## src/rtl/romulus_pdi_formatter_pkg.sv

```systemverilog
// Shared sizing, types and FSM encoding for the Romulus PDI formatter.
// All widths derive from BUSW and BLKBYTES.
package romulus_pdi_formatter_pkg;

  localparam int BUSW     = 32;
  localparam int BLKBYTES = 16;
  localparam int BPW      = BUSW / 8;
  localparam int WPB      = BLKBYTES / BPW;
  localparam int NBW      = $clog2(BPW) + 1;
  localparam int BCW      = $clog2(BLKBYTES) + 1;
  localparam int WCW      = (WPB > 1) ? $clog2(WPB) : 1;

  typedef logic [BUSW-1:0] word_t;
  typedef logic [BPW-1:0]  mask_t;

  typedef enum logic {
    ST_PASS = 1'b0,
    ST_PAD  = 1'b1
  } state_e;

endpackage

```

## src/rtl/romulus_pdi_formatter_if.sv

```systemverilog
// Message-in stream plus pdi word-out stream of the formatter.
// slave = formatter view; master = source/datapath view.
interface romulus_pdi_formatter_if;
  import romulus_pdi_formatter_pkg::*;

  word_t          in_data;
  logic [NBW-1:0] in_bytes;
  logic           in_last;
  logic           in_dec;
  logic           in_valid;
  logic           in_ready;
  word_t          pdi;
  mask_t          decrypt;
  logic           pdi_valid;
  logic           pdi_ready;
  logic           blk_last_word;
  logic           blk_partial;
  logic           msg_done;

  modport slave (
    input  in_data, in_bytes, in_last, in_dec, in_valid, pdi_ready,
    output in_ready, pdi, decrypt, pdi_valid, blk_last_word, blk_partial, msg_done
  );

  modport master (
    output in_data, in_bytes, in_last, in_dec, in_valid, pdi_ready,
    input  in_ready, pdi, decrypt, pdi_valid, blk_last_word, blk_partial, msg_done
  );

endinterface

```

## src/rtl/romulus_pdi_formatter_pad_word.sv

```systemverilog
// Combinational: zero bytes at/after nbytes, build decrypt mask, optionally put len in the LSB byte.
// Byte 0 sits in the MSBs of the word and in the MSB of the mask.
module romulus_pad_word
  import romulus_pdi_formatter_pkg::*;
(
  input  word_t          word_i,
  input  logic [NBW-1:0] nbytes_i,
  input  logic           dec_i,
  input  logic           put_len_i,
  input  logic [BCW-1:0] len_i,
  output word_t          word_o,
  output mask_t          mask_o
);

  always_comb begin
    word_o = '0;
    mask_o = '0;
    for (int i = 0; i < BPW; i++) begin
      if (i < int'(nbytes_i)) begin
        word_o[BUSW-1-8*i -: 8] = word_i[BUSW-1-8*i -: 8];
        mask_o[BPW-1-i]         = dec_i;
      end
    end
    if (put_len_i) word_o[7:0] = 8'(len_i);
  end

endmodule

```

## src/rtl/romulus_pdi_formatter.sv

```systemverilog
// Formats a byte-counted message into padded 16-byte blocks of BUSW words; one registered stage,
// accepted word appears next cycle; input stalls while the output is held or padding is emitted.
module romulus_pdi_formatter
  import romulus_pdi_formatter_pkg::*;
(
  input logic                     clk,
  input logic                     rst,
  romulus_pdi_formatter_if.slave  bus
);

  state_e         state_q, state_d;
  logic [WCW-1:0] wcnt_q, wcnt_d;
  logic [BCW-1:0] bcnt_q, bcnt_d;
  logic           seg_start_q, seg_start_d;
  logic           dec_q, dec_d;
  word_t          pdi_q, pdi_d;
  mask_t          mask_q, mask_d;
  logic           vld_q, vld_d;
  logic           blast_q, blast_d;
  logic           part_q, part_d;
  logic           done_q, done_d;

  logic           load_ok, blk_end, eff_last, dec_eff, short_word;
  logic [BCW-1:0] sum;
  word_t          pw_data, pw_word;
  logic [NBW-1:0] pw_nbytes;
  logic           pw_dec, pw_put_len;
  logic [BCW-1:0] pw_len;
  mask_t          pw_mask;

  assign load_ok      = ~vld_q | bus.pdi_ready;
  assign bus.in_ready = (state_q == ST_PASS) & load_ok;
  assign blk_end      = (wcnt_q == WCW'(WPB - 1));
  assign short_word   = (bus.in_bytes < NBW'(BPW));
  // A short word can only be the tail of a segment, whatever in_last says.
  assign eff_last     = bus.in_last | short_word;
  assign dec_eff      = seg_start_q ? bus.in_dec : dec_q;
  assign sum          = bcnt_q + BCW'(bus.in_bytes);

  always_comb begin
    pw_data    = bus.in_data;
    pw_nbytes  = bus.in_bytes;
    pw_dec     = dec_eff;
    pw_len     = sum;
    pw_put_len = eff_last & blk_end & (sum < BCW'(BLKBYTES));
    if (state_q == ST_PAD) begin
      pw_data    = '0;
      pw_nbytes  = '0;
      pw_dec     = 1'b0;
      pw_len     = bcnt_q;
      pw_put_len = blk_end;
    end
  end

  romulus_pad_word u_pad (
    .word_i    (pw_data),
    .nbytes_i  (pw_nbytes),
    .dec_i     (pw_dec),
    .put_len_i (pw_put_len),
    .len_i     (pw_len),
    .word_o    (pw_word),
    .mask_o    (pw_mask)
  );

  always_comb begin
    logic load;
    load        = 1'b0;
    state_d     = state_q;
    wcnt_d      = wcnt_q;
    bcnt_d      = bcnt_q;
    seg_start_d = seg_start_q;
    dec_d       = dec_q;
    pdi_d       = pdi_q;
    mask_d      = mask_q;
    vld_d       = vld_q & ~bus.pdi_ready;
    blast_d     = blast_q;
    part_d      = part_q;
    done_d      = done_q;

    case (state_q)
      ST_PASS: begin
        if (bus.in_valid && bus.in_ready) begin
          load        = 1'b1;
          seg_start_d = eff_last;
          dec_d       = dec_eff;
          part_d      = eff_last & (sum < BCW'(BLKBYTES));
          done_d      = eff_last & blk_end;
          if (eff_last && !blk_end) state_d = ST_PAD;
        end
      end
      ST_PAD: begin
        if (load_ok) begin
          load   = 1'b1;
          part_d = 1'b1;
          done_d = blk_end;
          if (blk_end) state_d = ST_PASS;
        end
      end
      default: state_d = ST_PASS;
    endcase

    if (load) begin
      pdi_d   = pw_word;
      mask_d  = pw_mask;
      vld_d   = 1'b1;
      blast_d = blk_end;
      wcnt_d  = blk_end ? '0 : wcnt_q + 1'b1;
      bcnt_d  = blk_end ? '0 : pw_len;
    end
  end

  always_ff @(posedge clk) begin
    if (rst) begin
      state_q     <= ST_PASS;
      wcnt_q      <= '0;
      bcnt_q      <= '0;
      seg_start_q <= 1'b1;
      dec_q       <= 1'b0;
      pdi_q       <= '0;
      mask_q      <= '0;
      vld_q       <= 1'b0;
      blast_q     <= 1'b0;
      part_q      <= 1'b0;
      done_q      <= 1'b0;
    end else begin
      state_q     <= state_d;
      wcnt_q      <= wcnt_d;
      bcnt_q      <= bcnt_d;
      seg_start_q <= seg_start_d;
      dec_q       <= dec_d;
      pdi_q       <= pdi_d;
      mask_q      <= mask_d;
      vld_q       <= vld_d;
      blast_q     <= blast_d;
      part_q      <= part_d;
      done_q      <= done_d;
    end
  end

  assign bus.pdi           = pdi_q;
  assign bus.decrypt       = mask_q;
  assign bus.pdi_valid     = vld_q;
  assign bus.blk_last_word = blast_q;
  assign bus.blk_partial   = part_q;
  assign bus.msg_done      = done_q;

endmodule

```

## src/flat_wrapper.sv

```systemverilog
// flat-port wrapper written by rule: the top's interface ports become plain ports
module romulus_pdi_formatter_flat import romulus_pdi_formatter_pkg::*;
  (clk, rst, bus_in_data, bus_in_bytes, bus_in_last, bus_in_dec, bus_in_valid, bus_pdi_ready, bus_in_ready, bus_pdi, bus_decrypt, bus_pdi_valid, bus_blk_last_word, bus_blk_partial, bus_msg_done);
  romulus_pdi_formatter_if bus_i ();
  input logic clk;
  input logic rst;
  input wire logic [$bits(bus_i.in_data)-1:0] bus_in_data;
  input wire logic [$bits(bus_i.in_bytes)-1:0] bus_in_bytes;
  input wire logic [$bits(bus_i.in_last)-1:0] bus_in_last;
  input wire logic [$bits(bus_i.in_dec)-1:0] bus_in_dec;
  input wire logic [$bits(bus_i.in_valid)-1:0] bus_in_valid;
  input wire logic [$bits(bus_i.pdi_ready)-1:0] bus_pdi_ready;
  output wire logic [$bits(bus_i.in_ready)-1:0] bus_in_ready;
  output wire logic [$bits(bus_i.pdi)-1:0] bus_pdi;
  output wire logic [$bits(bus_i.decrypt)-1:0] bus_decrypt;
  output wire logic [$bits(bus_i.pdi_valid)-1:0] bus_pdi_valid;
  output wire logic [$bits(bus_i.blk_last_word)-1:0] bus_blk_last_word;
  output wire logic [$bits(bus_i.blk_partial)-1:0] bus_blk_partial;
  output wire logic [$bits(bus_i.msg_done)-1:0] bus_msg_done;
  assign bus_i.in_data = bus_in_data;
  assign bus_i.in_bytes = bus_in_bytes;
  assign bus_i.in_last = bus_in_last;
  assign bus_i.in_dec = bus_in_dec;
  assign bus_i.in_valid = bus_in_valid;
  assign bus_i.pdi_ready = bus_pdi_ready;
  assign bus_in_ready = bus_i.in_ready;
  assign bus_pdi = bus_i.pdi;
  assign bus_decrypt = bus_i.decrypt;
  assign bus_pdi_valid = bus_i.pdi_valid;
  assign bus_blk_last_word = bus_i.blk_last_word;
  assign bus_blk_partial = bus_i.blk_partial;
  assign bus_msg_done = bus_i.msg_done;
  romulus_pdi_formatter u_core (.clk(clk), .rst(rst), .bus(bus_i));
endmodule
```

## config.mk

```make
export PLATFORM = sky130hd
export DESIGN_NAME = romulus_pdi_formatter_flat
export DESIGN_NICKNAME = d
export VERILOG_FILES = /design/src/rtl/romulus_pdi_formatter_pkg.sv /design/src/rtl/romulus_pdi_formatter_if.sv /design/src/rtl/romulus_pdi_formatter_pad_word.sv /design/src/rtl/romulus_pdi_formatter.sv /design/src/flat_wrapper.sv
export SDC_FILE = /design/constraint.sdc
export NUM_CORES = 1
export LEC_CHECK = 0
export ABC_CLOCK_PERIOD_IN_PS = 3700
export CAP_MARGIN = 10
export CELL_PAD_IN_SITES_DETAIL_PLACEMENT = 1
export CELL_PAD_IN_SITES_GLOBAL_PLACEMENT = 1
export CORE_MARGIN = 1
export CORE_UTILIZATION = 34
export CTS_CLUSTER_SIZE = 10
export DETAILED_ROUTE_END_ITERATION = 16
export HOLD_SLACK_MARGIN = 0.1
export PLACE_DENSITY = 0.95
export SYNTH_ARGS = -nofsm -noshare
export SYNTH_HDL_FRONTEND = slang
export SYNTH_SLANG_ARGS = --single-unit
```

## constraint.sdc

```tcl
create_clock -name clk -period 3.7 [get_ports clk]
set_clock_uncertainty 0.2 [all_clocks]
set_input_delay 0.74 -clock clk [delete_from_list [all_inputs] [get_ports clk]]
set_output_delay 0.74 -clock clk [all_outputs]
set_load 0.03 [all_outputs]
```

==> impl_metrics.py <==
metrics = {
    "finish": {
        "nets": 370,
        "nFillCells": 700,
        "area_growth_pct": 45.59,
        "multi_input_area_um2": 1110,
        "seq_area_um2": 1001,
        "num_antenna_cells": 0,
        "drive_above_1_share_pct": 6.481,
    },
    "detailed_routing": {
        "drc": 0,
        "routed_wl_um": 7085,
        "ant_nets": 0,
        "wl_per_cell_um": 17.76,
        "vias": 2162,
        "first_iter_violations": 85,
        "avgViaCountPerCell": 5.419,
        "first_pass_iters": 4,
    },
    "worst_setup_path": {
        "worst-path-buf-inv": 2,
        "end_kind": "output port",
        "crit_path_start_kind": "primary input",
        "arrival_ns": 2.31,
        "critPathTopFamily": "buffers and inverters",
        "worstPathCellList": "clkdlybuf4s50_1, nor2b_1, nor2_1, clkdlybuf4s50_1",
        "cp_common_cell": "clkdlybuf4s50_1",
        "cp_max_fo": 4,
        "cp_slowest_cell": "clkdlybuf4s50_1",
        "worstSetupPathType": "in -> out",
        "cp_slowest_stage_delay_ns": 0.64,
        "required_ns": 2.76,
    },
    "cts": {
        "cts_tree": "done",
        "cts_buffer_depth": 2,
        "insertion_delay_ns": 0.31,
        "cts.sinks": 50,
        "cts-root-buf": "clkbuf_8",
        "path_clk_slew_ns": 0.09,
        "ctsResizeCount": 0,
        "hold_buffers": 0,
        "numCtsBuffers": 5,
        "cts_max_level": 2,
        "post_cts_buffers": 0,
    },
    "power": {
        "pwr-share-clk_pct": 29.8,
        "vdd_drop_max_mv": 0.2420,
        "p_int_uw": 942.4,
        "power_density_nw_per_um2": 421.8,
        "pwr-share-seq_pct": 44.5,
        "leakagePower_nw": 1.180,
        "switchingPower_uw": 400.8,
        "pwr-share-comb_pct": 25.7,
        "swShare_pct": 29.84,
    },
    "place": {
        "dp_hpwl_um": 4998,
        "place_congestion": 0.8054,
        "port_buffers": 81,
    },
    "logic_synthesis": {
        "synth_edf_count": 0,
        "synth_seq_area_share_pct": 45.77,
        "ys.warnings.count": 0,
        "netlist.area_leader.share_pct": 45.77,
        "synthTopCellsByArea": "dfxtp_1 46%, a22oi_1 8.9%, nor2_1 8.4%",
        "async_flop_share_pct": 0,
        "ys.flop_type": "dfxtp_1",
        "synthMostInstantiatedCell": "dfxtp_1",
        "synth_cells": 246,
        "synth_nets": 292,
        "netlist_area_um2": 2187,
        "yosys-top-cells-count": "50 x dfxtp_1, 49 x nor2_1, 26 x a22oi_1, 14 x a21oi_1, 14 x nand2_1",
        "ys_types": 44,
        "syn_area_per_cell_um2": 8.891,
        "ys_ff_latch": 50,
        "yosys.area.top_type": "dfxtp_1",
    },
    "die": {
        "row_count": 28,
        "start_util_pct": 36.09,
        "num_io_pins": 82,
        "die_w_um": 82.21,
        "die_height_um": 82.21,
        "design.die.area_um2": 6758,
        "core_um2": 6061,
    },
    "sta": {
        "fin_crit_sh_pct": 87.86,
        "final-hold-violation-count": 0,
        "final-setup-viol-count": 0,
        "whs_ns": 0.2639,
        "fin_crit_ns": 3.251,
        "fmax_ghz": 0.3076,
        "worst_pin_slew_ns": 0.9217,
        "grt_setup_unrepaired": "false",
        "setup-tns-final_ns": 0,
        "slew_headroom_pct": 38.08,
        "slew_viol_final": 0,
    },
    "grt": {
        "antenna_found_initial": 0,
        "grt_pass1_vias": 2303,
        "grt_max_degree": 34,
        "grt-ovfl-total": 0,
        "grt_util_all_layers_pct": 22.06,
        "grt_pass1_wl_um": 11140,
    },
    "worst_hold_path": {
        "min_path_type": "reg -> reg",
    },
    "run": {
        "cap_violations": 0,
    },
    "outcome": {
        "status": "finished, final reports clean",
    },
}
[layer usage]
layer / GRT usage (%) / part of all wire, %
met5: 0 / 0
met4: 7.544 / 1.3
met3: 7.363 / 7.7
met2: 39.17 / 48
met1: 24.48 / 43
[worst register-to-register path, stage by stage (launching register included)]
cell and delay (ns):
dfxtp_1 0.43, ha_1 0.22, inv_1 0.07, fa_1 0.49
xnor2_1 0.27, a2bb2oi_1 0.22, o221a_1 0.21, nor4b_1 0.06
a2111oi_1 0.36
[through the flow]
stage | area (um^2) | utilization, % | setup WS, ns | instances | total power, mW
5_1_grt | 3184 | 52.54 | 0.3724 | 399 | 1.397
4_1_cts | 3184 | 52.54 | 0.4512 | 399 | 1.355
6_report | 3184 | 52.54 | 0.4493 | 399 | 1.343
2_1_floorplan | 2187 | - | 1.083 | 246 | 0.8048
3_3_place_gp | 3072 | 50.68 | 0.4285 | 392 | 0.9364
3_5_place_dp | 3072 | 50.68 | 0.2450 | 392 | 0.9505
[placed cells by master (no fill, tap or decap), types with 4 or more instances in the layout]
cell type,n
nand2b_1,4
a21oi_1,14
a2bb2oi_1,5
clkdlybuf4s50_1,81
nand2_1,14
a22oi_1,26
dfxtp_1,50
buf_4,4
inv_1,6
nor2_1,49
ha_1,4
clkbuf_8,6
nor2b_1,5
nor3_1,9
[sequential cells by signal, summed over array words and instances (netlist names)]
name	cells
u_core.bus.pdi	32
u_core.bcnt_q	5
u_core.bus.decrypt	4
u_core.wcnt_q	2
u_core.bus.blk_last_word	1
u_core.bus.blk_partial	1
u_core.bus.msg_done	1
u_core.bus.pdi_valid	1
u_core.dec_q	1
u_core.seg_start_q	1
u_core.state_q	1
[kinds of logic after synthesis]
family                   after synthesis  synth area share [%]
flip-flops                            50                 45.77
multiplexers                           2                0.9154
AO/OA/AOI/OAI                         73                 24.77
adder cells (fa/ha/maj)                5                 3.204
XOR/XNOR                               2                0.8011
AND/OR/NAND/NOR                       93                 20.54
buffers and inverters                 21                 4.004
[final timing paths]
check                           start                       end  depth (start not counted)  slack [ns]
min          u_core.bus.blk_last_word  u_core.bus.blk_last_word                          2        0.26
max reg2reg          u_core.bcnt_q[0]         u_core.bus.pdi[2]                          8        1.07
min reg2reg  u_core.bus.blk_last_word  u_core.bus.blk_last_word                          2        0.26
max                     bus_pdi_ready              bus_in_ready                          4        0.45
[power by group through the flow]
| stage | Combinational, mW | Clock (mW) | Sequential [mW] |
|---|---|---|---|
| 2_1_floorplan | 0.153 | 0 | 0.651 |
| 3_3_place_gp | 0.330 | 0 | 0.607 |
| 3_5_place_dp | 0.341 | 0 | 0.610 |
| 4_1_cts | 0.347 | 0.410 | 0.598 |
| 5_1_grt | 0.372 | 0.423 | 0.602 |
| 6_report | 0.345 | 0.400 | 0.598 |
[final cells by class]
class                           instances  share of cell area, %
Clock inverter                          1                 0.9430
Multi-Input combinational cell        175                  34.85
Clock buffer                            6                  2.593
Inverter                                7                 0.8251
Tap cell                               75                  2.947
Timing Repair Buffer                   85                  26.40
Sequential cell                        50                  31.43
(Power assumes the default switching activity.)
